$ cat src/rtl/register_file.sv
// register_file: four-entry architectural register file with ALU write-back and a flags latch.
// Optional handshaked host/debug port compiled in when REGFILE_HOST_PORT_EN is defined.
module register_file #(
  parameter int unsigned NUM_REGS = 4,
  parameter int unsigned DATA_W   = 8
) (
  input  logic                             clk,
  input  logic                             rst_n,
  input  logic                             wb_en,
  input  logic [NUM_REGS-1:0]              regs_we,
  input  logic [NUM_REGS-1:0][DATA_W-1:0]  regs_inp,
  output logic [NUM_REGS-1:0][DATA_W-1:0]  regs_oup,
  input  logic [7:0]                       alu_status,
  output logic [7:0]                       flags,
  input  logic                             host_req,
  input  logic                             host_wr,
  input  logic [1:0]                       host_addr,
  input  logic [DATA_W-1:0]                host_wdata,
  output logic                             host_ack,
  output logic [DATA_W-1:0]                host_rdata,
  output logic                             host_busy
);

  logic [NUM_REGS-1:0][DATA_W-1:0] regs_q, regs_d;
  logic [7:0]                      flags_q, flags_d;

  // Host write request into the register array; only ever raised while wb_en is low.
  logic              host_we;
  logic [1:0]        host_waddr;
  logic [DATA_W-1:0] host_wval;

`ifdef REGFILE_HOST_PORT_EN

  typedef enum logic [1:0] {StIdle, StPend, StDone} host_state_e;

  host_state_e       state_q, state_d;
  logic              cap_wr_q, cap_wr_d;
  logic [1:0]        cap_addr_q, cap_addr_d;
  logic [DATA_W-1:0] cap_wdata_q, cap_wdata_d;
  logic [DATA_W-1:0] rdata_q, rdata_d;

  always_comb begin
    state_d     = state_q;
    cap_wr_d    = cap_wr_q;
    cap_addr_d  = cap_addr_q;
    cap_wdata_d = cap_wdata_q;
    rdata_d     = rdata_q;
    host_we     = 1'b0;
    unique case (state_q)
      StIdle: begin
        if (host_req) begin
          cap_wr_d    = host_wr;
          cap_addr_d  = host_addr;
          cap_wdata_d = host_wdata;
          state_d     = StPend;
        end
      end
      StPend: begin
        // ALU write-back owns the array this cycle; retry on the next one.
        if (!wb_en) begin
          if (cap_wr_q) begin
            host_we = 1'b1;
          end else begin
            rdata_d = regs_q[cap_addr_q];
          end
          state_d = StDone;
        end
      end
      StDone: begin
        if (!host_req) begin
          state_d = StIdle;
        end
      end
      default: state_d = StIdle;
    endcase
  end

  always_ff @(posedge clk or negedge rst_n) begin
    if (!rst_n) begin
      state_q     <= StIdle;
      cap_wr_q    <= 1'b0;
      cap_addr_q  <= '0;
      cap_wdata_q <= '0;
      rdata_q     <= '0;
    end else begin
      state_q     <= state_d;
      cap_wr_q    <= cap_wr_d;
      cap_addr_q  <= cap_addr_d;
      cap_wdata_q <= cap_wdata_d;
      rdata_q     <= rdata_d;
    end
  end

  assign host_waddr = cap_addr_q;
  assign host_wval  = cap_wdata_q;
  assign host_ack   = (state_q == StDone);
  assign host_busy  = (state_q != StIdle);
  assign host_rdata = rdata_q;

`else

  logic unused_host;
  assign unused_host = ^{host_req, host_wr, host_addr, host_wdata};

  assign host_we    = 1'b0;
  assign host_waddr = '0;
  assign host_wval  = '0;
  assign host_ack   = 1'b0;
  assign host_busy  = 1'b0;
  assign host_rdata = '0;

`endif

  always_comb begin
    regs_d  = regs_q;
    flags_d = flags_q;
    if (wb_en) begin
      flags_d = alu_status;
      for (int i = 0; i < int'(NUM_REGS); i++) begin
        if (regs_we[i]) begin
          regs_d[i] = regs_inp[i];
        end
      end
    end
    if (host_we) begin
      regs_d[host_waddr] = host_wval;
    end
  end

  always_ff @(posedge clk or negedge rst_n) begin
    if (!rst_n) begin
      regs_q  <= '0;
      flags_q <= '0;
    end else begin
      regs_q  <= regs_d;
      flags_q <= flags_d;
    end
  end

  // Outputs come straight from flops, so the ALU loop never closes combinationally.
  assign regs_oup = regs_q;
  assign flags    = flags_q;

endmodule

$ cat config.mk
export PLATFORM = sky130hd
export DESIGN_NAME = register_file
export DESIGN_NICKNAME = d
export VERILOG_FILES = /design/src/rtl/register_file.sv
export SDC_FILE = /design/constraint.sdc
export NUM_CORES = 1
export LEC_CHECK = 0
export BUFFER_PORTS_ARGS = -buffer_cell sky130_fd_sc_hd__buf_4
export CAP_MARGIN = 20
export CORE_UTILIZATION = 44
export CTS_CLUSTER_DIAMETER = 60
export DETAILED_ROUTE_END_ITERATION = 10
export PLACE_DENSITY_LB_ADDON = 0.1
export SYNTH_ARGS = -nofsm -noshare
export SYNTH_HDL_FRONTEND = slang
export SYNTH_SLANG_ARGS = --single-unit
$ cat constraint.sdc
create_clock -name clk -period 2 [get_ports clk]
set_input_delay 0.4 -clock clk [delete_from_list [all_inputs] [get_ports clk]]
set_output_delay 0.4 -clock clk [all_outputs]
set_load 0.05 [all_outputs]
# Word-level counts from Yosys, hierarchy flattened
# Index checks and enable logic that the tools add are counted.
[op_classes]
n_reduce_logical = 4
[op_table]
columns = ["op", "n"]
rows = [
  ["2-bit AND reduction", 4],
]
[word_totals]
register_bits = 40
wordCells = 9
in_bits = 59

# Logic depth before layout (Yosys ltp)
[logic_depth]
depth_word = 1
mapped_depth = 3
ltp_nobuf = 2

# Least setup slack after synthesis
# No wires, ideal clock.
[synth_path]
path_kind = "input port to flip-flop"
startpoint = "in wb_en"
endpoint = "reg regs_q, in the netlist regs_oup[16]"
setup_slack_ps = 878
path_stages = 3
t_arrival_ps = 997
n_path_buf = 1
cell_sequence = "buf_4 > nand2_4 > mux2_4"
[synth_via]
elab_chain_cells = 1
[synth_lines]
columns = ["item", "line_no", "source"]
rows = [
  ["start: declaration", "9", "input logic wb_en,"],
  ["2-bit AND reduction (no line)", "n/a", ""],
  ["end signal: assignment", "135", "regs_q <= regs_d;"],
  ["end: declaration", "24", "logic [NUM_REGS-1:0][DATA_W-1:0] regs_q, regs_d;"],
]
# No other way between the ends.
# A chain may end at the register's enable or synchronous reset.

# Worst setup path after layout
[layout_path]
startpoint = "reg regs_q, in the netlist regs_oup[31]"
endpoint = "out regs_oup[31] (netlist name)"
[layout_lines]
columns = ["item", "line_no", "source"]
rows = [
  ["end: declaration", "12", "output logic [NUM_REGS-1:0][DATA_W-1:0] regs_oup,"],
]
# No word-level cell between the ends.

==> qor.txt <==
I/O pin cnt = 109
Setup TNS = 0 ps
Core Region = 3440 um^2
final worst-path cycle share = 63.6%
setup violators final = 0
port bufs = 86
# rows = 21
Seq/Total Area, Yosys = 61.5%
crit path cell chain = buf_4
commonest non-fill, non-tap cell in the layout = buf_4
Clock Pin Slew Worst Setup and Hold Paths = 70 ps
DIE HEIGHT = 62.8 um
combinational power share = 37.1%
antenna violations before repair = 0
DR DRC count = 0
Area contributors post-synth = dfrtp_1 61%, mux2_2 17%, mux2_4 15%, buf_4 5.1%, nand2_4 1.4%
Setup crit end kind = output pin
fin util = 68.9%
worst min path class = in2async
crit-path max cell delay = 390 ps
post-CTS setup buffers = 0
status = finished, final reports clean
design internal power = 1.52 mW
routability cong. = 0.674
vias in the first global route = 1135
average via count per standard cell = 4.63
Yosys reg bits = 40
area grow syn2layout = 45.7%
non-filler cells, final = 234
initial DRC count = 22
CP startpoint kind = flop
max-capacitance violation count = 0
switching share of power = 36.2%
global route overflow = 0
Slew Viols, Final = 0
CTS tree = yes
CTS Sinks = 40
CP Class = reg2out
CP Buf/Inv Count = 1
post-synth cell types = 7
Root Driver = clkbuf_8
Synth Area per Inst = 17.0 um^2
Die Wd = 62.8 um
Routed Wire Length = 3040 um
Fin. Hold Viols = 0
Final HPWL DP = 2320 um
top cell family by delay on the critical path = flip-flops
commonest cells after routing, fill and taps aside = 86 x buf_4, 40 x dfrtp_1, 24 x mux2_2, 16 x mux2_4, 10 x conb_1
Flop pwr share = 41.1%
drt pass-1 iters = 2
H-tree levels = 2
GRT Overall Usage = 16.9%
Max VDD drop = 0.534 mV
worst-skew pair later-pin latency = 280 ps
# hold bufs at CTS = 0
largest net degree at the start of global routing = 41
first-pass GRT wire length = 5050 um
wire per inst = 13.0 um
leakage = 1.22 nW
Yosys warnings = 0
worst path required time = 1600 ps
minimum clock period = 1270 ps
Power Dens Cells = 1010 nW/um^2
Max Root-Sink Buffers = 2
CTS Buf Count = 5
RSZ-0062 raised after global routing = false
Slowest cell on crit path = dfrtp_1
Post-Syn Area = 1630 um^2
total die area = 3950 um^2
share of the synthesized area in the top cell type = 61.5%
maximum clock frequency = 0.786 GHz
vias = 1084
starting density of the core = 47.3%
Cells after DPL = 226
fin nets = 246
dominant cell type by area after synthesis = dfrtp_1
P_sw = 866 uW
Syn Inst Count = 96
Setup Skew = 0 ps
CTS resizes = 0
Crit path arrival time = 870 ps
WHS = 82.4 ps
antenna diode count = 0
CP Max Fanout = 2
clock group share of total power = 21.8%
Routed Antenna Nets = 0
layout cell share with drive strength beyond 1 = 71.3%
routing by layer:
layer / up-vias / track usage (%) / routed length, um
met4: 0 / 6.10 / 30
li1: 491 / - / -
met1: 528 / 17.4 / 1140
met3: 4 / 8.03 / 325
met2: 61 / 29.6 / 1540
met5: - / 0 / 0
power by group through the flow:
stage | combinational [mW] | clock [mW] | sequential, mW
4_1_cts | 0.896 | 0.548 | 0.981
2_1_floorplan | 0.212 | 0 | 1.39
6_report | 0.887 | 0.521 | 0.981
3_3_place_gp | 0.885 | 0 | 0.988
3_5_place_dp | 0.895 | 0 | 0.994
5_1_grt | 0.922 | 0.580 | 0.995
final timing paths:
check                              from      endpoint  slack [ps]  cells past startpoint
max                        regs_oup[31]  regs_oup[31]         730                      1
min                               rst_n  regs_oup[16]          80                      1
max reg2reg                 regs_oup[5]   regs_oup[5]        1230                      1
min reg2reg                 regs_oup[1]   regs_oup[1]         510                      1
max in group asynchronous         rst_n   regs_oup[9]        1570                      1
min in group clk           regs_inp[24]  regs_oup[24]         340                      2
per-stage QoR:
step | setup WS (ps) | power (mW) | cell area (um^2)
2_1_floorplan | 878 | 1.60 | 1660
3_3_place_gp | 654 | 1.87 | 2280
3_5_place_dp | 622 | 1.89 | 2280
4_1_cts | 712 | 2.43 | 2370
5_1_grt | 689 | 2.50 | 2370
6_report | 728 | 2.39 | 2370
final cells by class:
class                   instances  area, um^2
multi-input cells              54         578
flip-flops and latches         40        1000
clock buffers                   8        90.1
repair buffers                 86         646
fillers                       266        1070
well taps                      46        57.6
cell families after synthesis:
logic type / Yosys count / share of synthesized area [%]
AND/OR/NAND/NOR: 4 / 1.84
other: 1 / 0.230
flip-flops: 40 / 61.5
multiplexers: 40 / 31.4
buffers and inverters: 11 / 5.07
synthesized netlist by cell type (all sizes together):
cell type  number
mux2           40
conb            1
nand2           4
buf            11
dfrtp          40
flip-flops by register name (all words and copies together), names as in the netlist:
name	flops
flags	8
regs_oup	32
(Power assumes the default switching activity.)
